==> src/rtl/wm_pkg.sv <==
// rtl/wm_pkg.sv - shared state, fault-code and wash-mode definitions for the washer sequencer
package wm_pkg;

  typedef enum logic [3:0] {
    ST_IDLE        = 4'd0,
    ST_FILL        = 4'd1,
    ST_SOAP        = 4'd2,
    ST_WASH        = 4'd3,
    ST_DRAIN       = 4'd4,
    ST_SPIN        = 4'd5,
    ST_DONE        = 4'd6,
    ST_ABORT_DRAIN = 4'd7,
    ST_FAULT       = 4'd8
  } wm_state_e;

  localparam logic [1:0] FC_NONE      = 2'd0;
  localparam logic [1:0] FC_FILL_TMO  = 2'd1;
  localparam logic [1:0] FC_DRAIN_TMO = 2'd2;
  localparam logic [1:0] FC_DOOR      = 2'd3;

  localparam logic [1:0] MODE_NORMAL = 2'd0;
  localparam logic [1:0] MODE_QUICK  = 2'd1;
  localparam logic [1:0] MODE_HEAVY  = 2'd2;
  localparam logic [1:0] MODE_RINSE  = 2'd3;

  // Running phases: the ones that honour pause and fall back to ABORT_DRAIN on cancel.
  function automatic logic is_active(wm_state_e s);
    return (s == ST_FILL) || (s == ST_SOAP) || (s == ST_WASH) ||
           (s == ST_DRAIN) || (s == ST_SPIN);
  endfunction

endpackage

==> src/rtl/wm_phase_timer.sv <==
// rtl/wm_phase_timer.sv - loadable tick-driven down counter with hold and zero flag
module wm_phase_timer
  import wm_pkg::*;
#(
  parameter int TIMER_W = 16
) (
  input  logic               clk,
  input  logic               reset,
  input  logic               load,
  input  logic [TIMER_W-1:0] load_value,
  input  logic               tick,
  input  logic               hold,
  output logic [TIMER_W-1:0] value,
  output logic               zero
);

  localparam logic [TIMER_W-1:0] ONE = TIMER_W'(1);

  // Load wins over counting; counting stops at zero and while held.
  always_ff @(posedge clk or negedge reset) begin
    if (!reset) begin
      value <= '0;
    end else if (load) begin
      value <= load_value;
    end else if (tick && !hold && (value != '0)) begin
      value <= value - ONE;
    end
  end

  assign zero = (value == '0);

endmodule

==> src/rtl/wm_program_controller.sv <==
// rtl/wm_program_controller.sv - washing-machine program sequencer with modes, pause, cancel and faults
module wm_program_controller
  import wm_pkg::*;
#(
  parameter int TIMER_W     = 16,
  parameter int RINSE_W     = 2,
  parameter int WASH_TICKS  = 600,
  parameter int RINSE_TICKS = 300,
  parameter int SPIN_TICKS  = 240,
  parameter int FILL_TMO    = 120,
  parameter int DRAIN_TMO   = 120
) (
  input  logic               clk,
  input  logic               reset,
  input  logic               tick,
  input  logic               start,
  input  logic               cancel,
  input  logic               pause,
  input  logic               door_close,
  input  logic               filled,
  input  logic               drained,
  input  logic               detergent_added,
  input  logic [1:0]         mode,
  input  logic [RINSE_W-1:0] num_rinses,
  output logic               door_lock,
  output logic               motor_on,
  output logic               motor_fast,
  output logic               fill_valve_on,
  output logic               drain_valve_on,
  output logic               soap_phase,
  output logic               rinse_phase,
  output logic               paused,
  output logic               done,
  output logic               fault,
  output logic [1:0]         fault_code,
  output logic [RINSE_W-1:0] rinse_left,
  output logic [TIMER_W-1:0] time_left,
  output logic [3:0]         state_o
);

  localparam logic [TIMER_W-1:0] FILL_T       = TIMER_W'(FILL_TMO);
  localparam logic [TIMER_W-1:0] DRAIN_T      = TIMER_W'(DRAIN_TMO);
  localparam logic [TIMER_W-1:0] WASH_T       = TIMER_W'(WASH_TICKS);
  localparam logic [TIMER_W-1:0] WASH_QUICK_T = TIMER_W'(WASH_TICKS / 2);
  localparam logic [TIMER_W-1:0] WASH_HEAVY_T = TIMER_W'(WASH_TICKS * 2);
  localparam logic [TIMER_W-1:0] RINSE_T      = TIMER_W'(RINSE_TICKS);
  localparam logic [TIMER_W-1:0] SPIN_T       = TIMER_W'(SPIN_TICKS);
  localparam logic [RINSE_W-1:0] ONE_R        = RINSE_W'(1);

  wm_state_e          state, state_n;
  logic [1:0]         mode_q, mode_n;
  logic               rinse_pass, rinse_pass_n;
  logic [RINSE_W-1:0] rinse_left_n;
  logic [1:0]         fault_code_n;
  logic               paused_q, paused_n;
  logic               timer_load, timer_hold, timer_zero;
  logic [TIMER_W-1:0] timer_load_value;

  wm_phase_timer #(.TIMER_W(TIMER_W)) u_timer (
    .clk        (clk),
    .reset      (reset),
    .load       (timer_load),
    .load_value (timer_load_value),
    .tick       (tick),
    .hold       (timer_hold),
    .value      (time_left),
    .zero       (timer_zero)
  );

  // Sequencer state and the per-run context latched alongside it.
  always_ff @(posedge clk or negedge reset) begin
    if (!reset) begin
      state      <= ST_IDLE;
      mode_q     <= MODE_NORMAL;
      rinse_pass <= 1'b0;
      rinse_left <= '0;
      fault_code <= FC_NONE;
      paused_q   <= 1'b0;
    end else begin
      state      <= state_n;
      mode_q     <= mode_n;
      rinse_pass <= rinse_pass_n;
      rinse_left <= rinse_left_n;
      fault_code <= fault_code_n;
      paused_q   <= paused_n;
    end
  end

  // Next-state: cancel > door fault > pause hold > timeout > sensor.
  always_comb begin
    state_n      = state;
    mode_n       = mode_q;
    rinse_pass_n = rinse_pass;
    rinse_left_n = rinse_left;
    fault_code_n = fault_code;
    paused_n     = 1'b0;
    case (state)
      ST_IDLE: begin
        if (start && door_close && !cancel) begin
          state_n = ST_FILL;
          mode_n  = mode;
          if (mode == MODE_RINSE) begin
            // Rinse-only runs at least one rinse, and this first fill already is one.
            rinse_pass_n = 1'b1;
            rinse_left_n = (num_rinses == '0) ? '0 : num_rinses - ONE_R;
          end else begin
            rinse_pass_n = 1'b0;
            rinse_left_n = num_rinses;
          end
        end
      end
      ST_FILL, ST_SOAP, ST_WASH, ST_DRAIN, ST_SPIN: begin
        if (cancel) begin
          state_n = ST_ABORT_DRAIN;
        end else if (!door_close) begin
          state_n      = ST_FAULT;
          fault_code_n = FC_DOOR;
        end else if (pause) begin
          paused_n = 1'b1;
        end else begin
          case (state)
            ST_FILL: begin
              if (timer_zero) begin
                state_n      = ST_FAULT;
                fault_code_n = FC_FILL_TMO;
              end else if (filled) begin
                state_n = rinse_pass ? ST_WASH : ST_SOAP;
              end
            end
            ST_SOAP: if (detergent_added) state_n = ST_WASH;
            ST_WASH: if (timer_zero) state_n = ST_DRAIN;
            ST_DRAIN: begin
              if (timer_zero) begin
                state_n      = ST_FAULT;
                fault_code_n = FC_DRAIN_TMO;
              end else if (drained) begin
                if (rinse_left != '0) begin
                  state_n      = ST_FILL;
                  rinse_pass_n = 1'b1;
                  rinse_left_n = rinse_left - ONE_R;
                end else begin
                  state_n = ST_SPIN;
                end
              end
            end
            ST_SPIN: if (timer_zero) state_n = ST_DONE;
            default: ;
          endcase
        end
      end
      ST_ABORT_DRAIN: begin
        if (!door_close) begin
          state_n      = ST_FAULT;
          fault_code_n = FC_DOOR;
        end else if (timer_zero) begin
          state_n      = ST_FAULT;
          fault_code_n = FC_DRAIN_TMO;
        end else if (drained) begin
          state_n = ST_IDLE;
        end
      end
      ST_FAULT: begin
        if (cancel) begin
          state_n      = ST_ABORT_DRAIN;
          fault_code_n = FC_NONE;
        end
      end
      ST_DONE: if (!door_close || cancel) state_n = ST_IDLE;
      default: state_n = ST_IDLE;
    endcase
    // Back in IDLE nothing of the previous run remains visible.
    if ((state_n == ST_IDLE) && (state != ST_IDLE)) begin
      rinse_pass_n = 1'b0;
      rinse_left_n = '0;
    end
  end

  // Phase timer reloads on every state entry; duration is chosen by the state being entered.
  always_comb begin
    timer_load       = (state_n != state);
    timer_hold       = pause && is_active(state);
    timer_load_value = '0;
    case (state_n)
      ST_FILL:                  timer_load_value = FILL_T;
      ST_DRAIN, ST_ABORT_DRAIN: timer_load_value = DRAIN_T;
      ST_SPIN:                  timer_load_value = SPIN_T;
      ST_WASH: begin
        if (rinse_pass_n) begin
          timer_load_value = RINSE_T;
        end else begin
          case (mode_q)
            MODE_QUICK: timer_load_value = WASH_QUICK_T;
            MODE_HEAVY: timer_load_value = WASH_HEAVY_T;
            default:    timer_load_value = WASH_T;
          endcase
        end
      end
      default: timer_load_value = '0;
    endcase
  end

  // Moore outputs from registered state; a registered pause masks the actuators.
  always_comb begin
    door_lock      = 1'b0;
    motor_on       = 1'b0;
    motor_fast     = 1'b0;
    fill_valve_on  = 1'b0;
    drain_valve_on = 1'b0;
    soap_phase     = 1'b0;
    rinse_phase    = 1'b0;
    done           = 1'b0;
    fault          = 1'b0;
    case (state)
      ST_FILL: begin
        door_lock     = 1'b1;
        fill_valve_on = !paused_q;
        soap_phase    = !rinse_pass;
        rinse_phase   = rinse_pass;
      end
      ST_SOAP: begin
        door_lock  = 1'b1;
        soap_phase = 1'b1;
      end
      ST_WASH: begin
        door_lock   = 1'b1;
        motor_on    = !paused_q;
        soap_phase  = !rinse_pass;
        rinse_phase = rinse_pass;
      end
      ST_DRAIN: begin
        door_lock      = 1'b1;
        drain_valve_on = !paused_q;
        soap_phase     = !rinse_pass;
        rinse_phase    = rinse_pass;
      end
      ST_SPIN: begin
        door_lock      = 1'b1;
        motor_on       = !paused_q;
        motor_fast     = !paused_q;
        drain_valve_on = !paused_q;
      end
      ST_DONE: done = 1'b1;
      ST_ABORT_DRAIN: begin
        door_lock      = 1'b1;
        drain_valve_on = 1'b1;
      end
      ST_FAULT: begin
        door_lock = 1'b1;
        fault     = 1'b1;
      end
      default: ;
    endcase
  end

  assign paused  = paused_q;
  assign state_o = state;

endmodule

==> config.mk <==
export PLATFORM = sky130hd
export DESIGN_NAME = wm_program_controller
export DESIGN_NICKNAME = d
export VERILOG_FILES = /design/src/rtl/wm_pkg.sv /design/src/rtl/wm_phase_timer.sv /design/src/rtl/wm_program_controller.sv
export SDC_FILE = /design/constraint.sdc
export NUM_CORES = 1
export LEC_CHECK = 0
export ABC_CLOCK_PERIOD_IN_PS = 4600
export BUFFER_PORTS_ARGS = -buffer_cell sky130_fd_sc_hd__clkbuf_2
export CAP_MARGIN = 0
export CORE_ASPECT_RATIO = 2
export CORE_MARGIN = 10
export CORE_UTILIZATION = 45
export DETAILED_ROUTE_END_ITERATION = 12
export GPL_TIMING_DRIVEN = 0
export PLACE_DENSITY_LB_ADDON = 0.25
export SLEW_MARGIN = 40
export SYNTH_ARGS = -nofsm -noshare
export SYNTH_HDL_FRONTEND = slang
export SYNTH_SLANG_ARGS = --single-unit
==> constraint.sdc <==
create_clock -name clk -period 4.6 [get_ports clk]
set_input_delay 0.23 -clock clk [delete_from_list [all_inputs] [get_ports clk]]
set_output_delay 0.23 -clock clk [all_outputs]
set_load 0.01 [all_outputs]
Yosys cells after proc, flatten, opt, wreduce, memory -nomap -nowiden
Index checks and enable logic that the tools add are counted.
- register bits after elaboration: 28
- input bits: 14
- output and inout port bits: 34
- logic and storage cells: 145
- $add $sub $neg: 3
- mux-type cells: 70
- equal/unequal tests: 30
- reductions and logical operators: 35
- operators with widths (kind ; count):
    4-bit two-way mux ; 16
    4-bit case mux with 5 select lines ; 2
    2-bit two-way mux ; 18
    11-bit case mux with 3 select lines ; 1
    16-bit two-way mux ; 2
    4-bit by 3-bit == test with 1-bit output, second input constant ; 7
    3-bit != test, second input constant ; 9
    1-bit two-way mux ; 22
    11-bit case mux with 2 select lines ; 1
    16-bit logical NOT ; 1
    16-bit nonzero test ; 1
    16-bit by 1-bit subtractor with 16-bit output, second input constant ; 1
    4-bit by 2-bit == test with 1-bit output, second input constant ; 3
    11-bit two-way mux ; 1
    9-bit AND reduction ; 1
    4-bit by 1-bit == test with 1-bit output, second input constant ; 2
    4-bit logical NOT ; 2
    4-bit != test, second input constant ; 2
    2-bit case mux with 2 select lines ; 2
    7-bit OR reduction ; 1
    1-bit logical AND ; 6
    1-bit case mux with 2 select lines ; 3
    2-bit case mux with 3 select lines ; 1
    6-bit AND reduction ; 1
    other kinds (17) ; 32

Longest topological paths before layout
Gate-level depths: netlist of run 1.
- word-level depth: 15
- mapped depth: 12
- mapped depth without buffers: 11

By module
Synthesis of run 1 repeated with hierarchy kept, for this count alone.
- cell total of the unflattened synthesis: 333
- area total of the unflattened synthesis: 2601.2 um^2
- by module, submodules not included (module ; cells an instance ; area an instance (um^2) ; instances ; seq. area each (um^2)):
    wm_program_controller ; 203 ; 1500.2 ; 1 ; 300.3
    wm_phase_timer ; 130 ; 1101.1 ; 1 ; 400.4

Worst setup path before layout of run 1
Ideal clock, no wire load.
- path kind: register -> register
- start: register u_timer.value[0]
- end: register u_timer.value[8]
- library setup time: 0.066 ns
- period minus slack after synthesis: 3.176 ns
- required time: 4.534 ns
- path buffers: 2
- slack: 1.424 ns
- stages on the path, launching flop included: 13
- data arrival time: 3.110 ns
- cells stage by stage: dfrtp_1 inv_1 ha_1 or4b_1 or4_1 buf_4 a221oi_2 o311ai_2 xnor2_2 nand4_2 buf_6 o31ai_2 o31a_1
- word-level cells in the longest chain between the ends: 13
- elaborated cells between the ends (all ways): 36
- classes of those cells: add/sub: 1; eq/ne: 6; mux: 22; reduce/logical: 7
- ends and longest elaborated chain (element ; RTL line ; RTL):
    start, declared ; wm_phase_timer.sv:13 ; output logic [TIMER_W-1:0] value,
    start signal, assigned ; wm_phase_timer.sv:24 ; value <= load_value;
    start signal, assigned ; wm_phase_timer.sv:26 ; value <= value - ONE;
    16-bit logical NOT (*) ; wm_phase_timer.sv:30 ; assign zero = (value == '0);
    4-bit two-way mux, on equally long branches ; - ;
    4-bit case mux with 5 select lines ; wm_program_controller.sv:121 ; case (state)
    4-bit two-way mux ; wm_program_controller.sv:118 ; end else if (pause) begin
    4-bit two-way mux ; wm_program_controller.sv:115 ; end else if (!door_close) begin
    4-bit two-way mux ; wm_program_controller.sv:113 ; if (cancel) begin
    4-bit case mux with 5 select lines (*) ; wm_program_controller.sv:97 ; case (state)
    via state_n[0] ; wm_program_controller.sv:50 ; wm_state_e state, state_n;
    4-bit logical NOT ; wm_program_controller.sv:172 ; if ((state_n == ST_IDLE) && (state != ST_IDLE)) begin
    1-bit logical AND ; wm_program_controller.sv:172 ;
    1-bit two-way mux ; wm_program_controller.sv:172 ;
    11-bit two-way mux ; wm_program_controller.sv:188 ; if (rinse_pass_n) begin
    11-bit case mux with 3 select lines ; wm_program_controller.sv:183 ; case (state_n)
    16-bit two-way mux ; wm_phase_timer.sv:23 ; end else if (load) begin
The timed path passes the listed nets; every way through them passes the cells marked *. The select of a mux whose other input is x is not followed.
A chain may end at the register's enable or synchronous reset.

Worst setup path after layout of run 1
- start: register u_timer.value[0]
- end: register u_timer.value[7]
- word-level cells in the longest chain between the ends: 13
- elaborated cells between the ends (all ways): 36
- classes of those cells: add/sub: 1; eq/ne: 6; mux: 22; reduce/logical: 7
- ends and longest elaborated chain (element ; RTL line):
    16-bit logical NOT ; wm_phase_timer.sv:30
    4-bit two-way mux, on equally long branches ; -
    4-bit case mux with 5 select lines ; wm_program_controller.sv:121
    4-bit two-way mux ; wm_program_controller.sv:118
    4-bit two-way mux ; wm_program_controller.sv:115
    4-bit two-way mux ; wm_program_controller.sv:113
    4-bit case mux with 5 select lines ; wm_program_controller.sv:97
    4-bit logical NOT ; wm_program_controller.sv:172
    1-bit logical AND ; wm_program_controller.sv:172
    1-bit two-way mux ; wm_program_controller.sv:172
    11-bit two-way mux ; wm_program_controller.sv:188
    11-bit case mux with 3 select lines ; wm_program_controller.sv:183
    16-bit two-way mux ; wm_phase_timer.sv:23
Several ways; a longest one is shown, not always the timed one. The select of a mux whose other input is x is not followed.

==> impl_metrics.toml, run 1 <==
[global_route]
groute.usage.overall = 0.1576
global_route_wire_length_before_repair_microns = 11170
via_count_of_the_first_global_routing_pass = 2381
largest_net_degree_at_the_start_of_global_routing = 29
number_of_antenna_violations_at_the_first_check_in_global_routing = 0
grt_remaining_overflow = 0

[sta]
fin_skew_ns = 0.005063
max_freq_mhz = 274.7
setup-violations-final = 0
post-route-period-util = 0.7913
timing_hold_violations_final = 28
slew_viol_final = 0
final.min_clock_period_ns = 3.640
max_slew_margin = 0.5169
tightest_slew_ns = 0.7246
rsz0062_at_grt = "false"
timing.setup.tns_ns = 0
whs_ns = -0.008509

[routing]
drt_wl_total_microns = 6671
route.layer.met1.wl_microns = 2331
wl_per_cell_microns = 17.69
antenna_left = 0
dr.pass1.iters = 4
highest_layer = "met4"
remaining_drc_errors = 0
drt_iter0_markers = 238
routed_via_density = 6.117
routed-via-count = 2306
wl_met2_microns = 3644
met3_length_microns = 344

[worst_setup_path]
critical_path_end = "u_timer.value[7]"
worst_r2r_path_depth = 11
timing.reg2reg.setup_slack_ns = 0.96
timing_worst_setup_path_type = "flop to flop"
cp_slowest_cell = "sky130_fd_sc_hd__or4b_1"
setup.worst_path.start = "u_timer.value[0]"
reg2reg_from = "u_timer.value[0]"
max_stage_delay_ns = 0.58
end_kind = "flop"
destination_of_the_worst_register_to_register_timing_path = "u_timer.value[7]"
setup.worst_path.start_class = "flop"
critPathArrivalTime_ns = 3.78
cp_data_required_time_ns = 4.74
worstPathMaxFanout = 10
cp_cell_sequence = "inv_1 -> ha_1 -> or4b_1 -> or4_1 -> buf_4 -> a22oi_4 -> nand2_1 -> or3_1 -> nand4_2 -> clkbuf_1 -> o211ai_1"

[status]
violations_in_the_final_reports = "hold timing"
status = "complete, but fails checks"

[clock_network]
cts.sinks = 28
path_clk_slew_ns = 0.10
cts_hold_buf = 0
cts_max_path_buffers = 2
cts.repair.resized = 0
cts-root-buf = "sky130_fd_sc_hd__clkbuf_8"
tritoncts.num_buffers = 3
cts_setup_buffers = 0
clock_tree_from_tritoncts = "yes"
cts.htree.levels = 1
worst_skew_pair.late_latency_ns = 0.28

[run]
timing.max_cap.violations = 0

[logic_synthesis]
synth.yosys.warnings = 0
postSynth.asyncResetShare = 1.000
synth.top_cell.area_share = 0.3189
post_synth_fa_ha_maj_area_fraction = 0.03303
synth-edff-count = 0
postSynthAreaPerCell_sq_um = 8.137
synth_largest_area_cell = "sky130_fd_sc_hd__dfrtp_1"
main_combinational_cell_family_by_area_after_synthesis = "simple AND/OR/NAND/NOR gates"
synthSimpleGateAreaFrac = 0.2990
syn-instance-count = 270
synthesis.nets = 289
synthMuxAreaShare = 0.02847
ys_types = 57
synth_area_leaders = "sky130_fd_sc_hd__dfrtp_1, sky130_fd_sc_hd__nor2_1, sky130_fd_sc_hd__a21oi_1, sky130_fd_sc_hd__nor3_1, sky130_fd_sc_hd__inv_1"
netlist_area_sq_um = 2197
synth_compound_gate_area_share = 0.2136
synthFlopType = "sky130_fd_sc_hd__dfrtp_1"
yosys.area_share.xor_xnor = 0.04727
synth.yosys.seq_area_share = 0.3189
synth-seq-cells = 28

[finish]
post_route_cells_drive_above_1_share = 0.2219
multi_input_comb_area_sq_um = 1370
stdcell_area_sq_um = 2559
filler_cell_count = 499
layout-area-overhead-vs-synth_pct = 16.46
mostFrequentLayoutCell = "sky130_fd_sc_hd__clkbuf_2"
diodes = 0
final_net_count = 340
mostFrequentLayoutCells = "sky130_fd_sc_hd__clkbuf_2, sky130_fd_sc_hd__nor2_1, sky130_fd_sc_hd__dfrtp_1, sky130_fd_sc_hd__inv_1"
layout.area.seq_sq_um = 700.7

[power_and_ir_drop]
power_leakage_nw = 1.184
post-layout-total-power_mw = 1.909
worst_ir_drop_on_vdd_mv = 0.5167
power_density_nw_per_um2 = 746.1

[placed_design]
gp_routability_congestion = 0.9041
place_area_sq_um = 2499
place.detailed.hpwl_microns = 5384
place.port_buffers = 46

[die]
initial_core_util = 0.4559
chipHeight_microns = 118.8
coreArea_sq_um = 4820
die-width_microns = 69.41
design.die.area_sq_um = 8247
row_count = 36
pin_count = 48

[worst_hold_path]
hold_path.class = "primary input to async pin"
[layout make-up]
| cell class | count | area share |
|---|---|---|
| clock buffer | 4 | 0.02152 |
| inverter | 18 | 0.02641 |
| timing repair buffer | 46 | 0.08998 |
| buffer | 14 | 0.02494 |
| tap | 57 | 0.02787 |
| sequential | 28 | 0.2738 |
| multi-input combinational | 210 | 0.5355 |
[logic make-up after synthesis]
group | after synthesis
and+or+nand+nor | 121
AOI/OAI and AO/OA | 66
buffers and inverters | 32
DFF | 28
xor gates and xnor gates | 11
muxes | 6
adders and majority gates | 6
[synth_stat cells (3+ instances only)]
master and count:
sky130_fd_sc_hd__a211oi_1 5, sky130_fd_sc_hd__o31a_1 3, sky130_fd_sc_hd__ha_1 5, sky130_fd_sc_hd__inv_1 18
sky130_fd_sc_hd__xor2_1 3, sky130_fd_sc_hd__nor4_1 9, sky130_fd_sc_hd__or3_1 7, sky130_fd_sc_hd__nand4_1 5
sky130_fd_sc_hd__nor2b_1 5, sky130_fd_sc_hd__buf_1 3, sky130_fd_sc_hd__o21ai_0 13, sky130_fd_sc_hd__dfrtp_1 28
sky130_fd_sc_hd__nand2_1 15, sky130_fd_sc_hd__nor2_1 34, sky130_fd_sc_hd__nand2b_1 4, sky130_fd_sc_hd__clkbuf_1 9
sky130_fd_sc_hd__a31oi_1 5, sky130_fd_sc_hd__and3_1 6, sky130_fd_sc_hd__nor3_1 14, sky130_fd_sc_hd__a21oi_1 15
sky130_fd_sc_hd__o22ai_1 3, sky130_fd_sc_hd__nand3_1 6, sky130_fd_sc_hd__xnor2_1 7, sky130_fd_sc_hd__o211ai_1 4
sky130_fd_sc_hd__mux2i_1 4
[sequential cells by signal (all words and copies together), names as in the netlist]
name           count
u_timer.value     16
paused             1
rinse_pass         1
state_o            4
fault_code         2
rinse_left         2
mode_q             2
[per-layer routing]
metal	GRT usage	vias to the layer above
met4	0.09494	0
met5	0	-
met1	0.1501	1083
met3	0.02577	28
li1	-	1096
met2	0.3006	99
[report_power, final]
part / switching (mW) / internal [mW]
registers: 0.100 / 0.331
clock network: 0.0783 / 0.0767
logic: 0.808 / 0.515
[critical path: cells and delay by family, from the launching register on]
family / cells / cell delay, ns
adder cells (fa/ha/maj): 1 / 0.20
AO/OA/AOI/OAI: 2 / 0.40
AND/OR/NAND/NOR: 5 / 1.74
buffers and inverters: 3 / 0.70
flip-flops: 1 / 0.44
[how the worst min path moves through the flow]
| stage | end | slack (ns) |
|---|---|---|
| global route | u_timer.value[13] | 0.02 |
| floorplan | fault_code[0] | -0.07 |
| CTS | u_timer.value[13] | 0.01 |
| finish | u_timer.value[13] | -0.009 |
| detailed placement | u_timer.value[13] | 0.33 |
| global placement | u_timer.value[13] | 0.30 |
[per-stage QoR]
step | instances | utilization | worst slack, ns | hold slack (ns)
after floorplan | 270 | - | 1.424 | -0.06559
after global placement | 373 | 0.5184 | 1.028 | 0.3031
after detailed placement | 373 | 0.5184 | 0.9945 | 0.3252
after CTS | 377 | 0.5299 | 0.9721 | 0.01252
after global routing | 377 | 0.5309 | 0.7757 | 0.02346
final | 377 | 0.5309 | 0.9601 | -0.008509
Power figures use the tool's default switching activity.
==> run 2, diff against run 1 <==
--- a/config.mk
+++ b/config.mk
@@ -5,7 +5,7 @@
 export SDC_FILE = /design/constraint.sdc
 export NUM_CORES = 1
 export LEC_CHECK = 0
-export ABC_CLOCK_PERIOD_IN_PS = 4600
+export ABC_CLOCK_PERIOD_IN_PS = 3050
 export BUFFER_PORTS_ARGS = -buffer_cell sky130_fd_sc_hd__clkbuf_2
 export CAP_MARGIN = 0
 export CORE_ASPECT_RATIO = 2
==> constraint.sdc (replaced) <==
create_clock -name clk -period 3.05 [get_ports clk]
set_input_delay 0.1525 -clock clk [delete_from_list [all_inputs] [get_ports clk]]
set_output_delay 0.1525 -clock clk [all_outputs]
set_load 0.01 [all_outputs]
==> run 2 against run 1 <==
Net effect: the run ends with setup timing left; clock power rose by 36%; sequential share of layout area fell by 2.8 points; power rose by 75%; clock-buffer cell count did not move; utilization rose by 6.3 points; hold slack improved by 0.14 ns; fmax rose by 16%; critical path type unchanged.
==> impl_metrics.toml, run 2 (synthesized netlist as in run 1, its figures left out) <==
[routing]
wl_per_cell_microns = 18.72
routed_via_density = 5.945
drt_wl_total_microns = 7433
antenna_left = 0
drt_iter0_markers = 106
routed-via-count = 2360
dr.pass1.iters = 4
remaining_drc_errors = 0

[clock_network]
clock_tree_from_tritoncts = "yes"
cts_max_path_buffers = 2
cts.htree.levels = 1
cts.sinks = 28
cts-root-buf = "sky130_fd_sc_hd__clkbuf_8"
tritoncts.num_buffers = 3
worst_skew_pair.late_latency_ns = 0.28
path_clk_slew_ns = 0.10

[sta]
max_slew_margin = 0.5103
slew_viol_final = 0
setup-violations-final = 12
timing_hold_violations_final = 0
max_freq_mhz = 319.5
post-route-period-util = 1.026
whs_ns = 0.1316
rsz0062_at_grt = "true"
worst_slack_ns = -0.08005
tightest_slew_ns = 0.7345
final.min_clock_period_ns = 3.130
fin_skew_ns = 0.009766

[finish]
mostFrequentLayoutCells = "sky130_fd_sc_hd__clkbuf_2, sky130_fd_sc_hd__nor2_1, sky130_fd_sc_hd__dfrtp_1, sky130_fd_sc_hd__buf_4"
largest_reg_flops = 16
post_route_cells_drive_above_1_share = 0.3206
layout.area.seq_sq_um = 703.2
final_core_utilization = 0.5940
final_net_count = 360
multi_input_comb_area_sq_um = 1490
diodes = 0
filler_cell_count = 479
layout-area-overhead-vs-synth_pct = 30.30
max_flop_register = "u_timer.value"
mostFrequentLayoutCell = "sky130_fd_sc_hd__clkbuf_2"

[worst_setup_path]
worstPathMaxFanout = 6
cp_slowest_cell = "sky130_fd_sc_hd__or4b_4"
end_kind = "flop"
setup.worst_path.start_class = "flop"
critPathArrivalTime_ns = 3.35
max_stage_delay_ns = 0.46
category_of_cells_accounting_for_the_largest_share_of_critical_path_delay = "simple AND/OR/NAND/NOR gates"
cp_data_required_time_ns = 3.27
cp_cell_sequence = "inv_2 -> ha_4 -> or4b_4 -> or4_4 -> buf_8 -> and4_1 -> nor3_2 -> or3_4 -> nand4_4 -> buf_6 -> o31ai_4 -> o31a_1"
worst-path-buf-inv = 3
timing_worst_setup_path_type = "flop to flop"

[global_route]
largest_net_degree_at_the_start_of_global_routing = 29
grt_remaining_overflow = 0
number_of_antenna_violations_at_the_first_check_in_global_routing = 0
groute.usage.overall = 0.1764
grt_most_used_layer = "met2"
globalRouteMet3Util = 0.02909
global_route.usage.met2 = 0.3351
grt.met1_usage = 0.1657
via_count_of_the_first_global_routing_pass = 2521
global_route_wire_length_before_repair_microns = 12320

[die]
die-width_microns = 69.41
chipHeight_microns = 118.8
initial_core_util = 0.4559
row_count = 36
pin_count = 48
coreArea_sq_um = 4820
design.die.area_sq_um = 8247

[placed_design]
gp_routability_congestion = 0.9591
place.port_buffers = 46
place.detailed.hpwl_microns = 5599

[power_and_ir_drop]
power_density_nw_per_um2 = 1168
power_leakage_nw = 1.320
worst_ir_drop_on_vdd_mv = 0.7169

[status]
violations_in_the_final_reports = "setup timing"
status = "complete, but fails checks"

[run]
timing.max_cap.violations = 0

[worst_hold_path]
hold_path.class = "primary input to flop"
[run 2: cell count changes in the layout (fill, tap and decap cells not counted), sizes merged]
| cell | change |
|---|---|
| buf | +19 |
| bufbuf | +1 |
| clkbuf | -1 |
| dlygate4sd3 | +1 |
[run 2: power by group]
part	leakage [nW]	internal (mW)	switching, mW
sequential	0.361	0.501	0.136
clock	0.0228	0.0938	0.117
combinational	0.936	1.08	1.42
[run 2: area by class of cell]
class | instances | area share
Buffer | 14 | 0.02710
Clock buffer | 4 | 0.01573
Inverter | 18 | 0.02360
Multi-Input combinational cell | 210 | 0.5205
Sequential cell | 28 | 0.2456
Tap cell | 57 | 0.02491
Timing Repair Buffer | 66 | 0.1425
[run 2: layer usage]
layer | wire, microns | up-vias
met1 | 2603 | 1133
met2 | 4108 | 74
met3 | 304 | 25
met5 | 0 | -
met4 | 416 | 0
li1 | - | 1128
[run 2: what timing repair did]
action,CTS,global route
setup buffers,16,1
resized for setup,23,5
hold buffers,1,0
endpoints found under the hold margin,28,0
gates cloned,2,0
endpoints found under the setup margin,19,19
pin swaps,6,3
[run 2: path summary, 6_finish.rpt]
path	from	end	slack (ns)	cells after the start
max in group asynchronous	reset	u_timer.value[5]	2.07	2
max reg2reg	u_timer.value[0]	u_timer.value[8]	-0.08	12
min in group asynchronous	reset	u_timer.value[1]	0.45	2
min	mode[1]	mode_q[1]	0.13	2
min reg2reg	fault_code[0]	fault_code[0]	0.53	2
max	u_timer.value[0]	u_timer.value[8]	-0.08	12
[run 2: per-stage QoR]
| stage | TNS [ns] | setup slack [ns] | cell area, sq um | total power [mW] | cells |
|---|---|---|---|---|---|
| after floorplan | 0 | 0.02090 | 2242 | 2.132 | 270 |
| after global placement | -4.112 | -0.3479 | 2544 | 2.693 | 373 |
| after detailed placement | -4.687 | -0.3726 | 2544 | 2.719 | 373 |
| final | -0.5594 | -0.08005 | 2863 | 3.344 | 397 |
| after global routing | -2.113 | -0.1852 | 2863 | 3.609 | 397 |
| after CTS | -0.3100 | -0.05677 | 2846 | 3.288 | 396 |
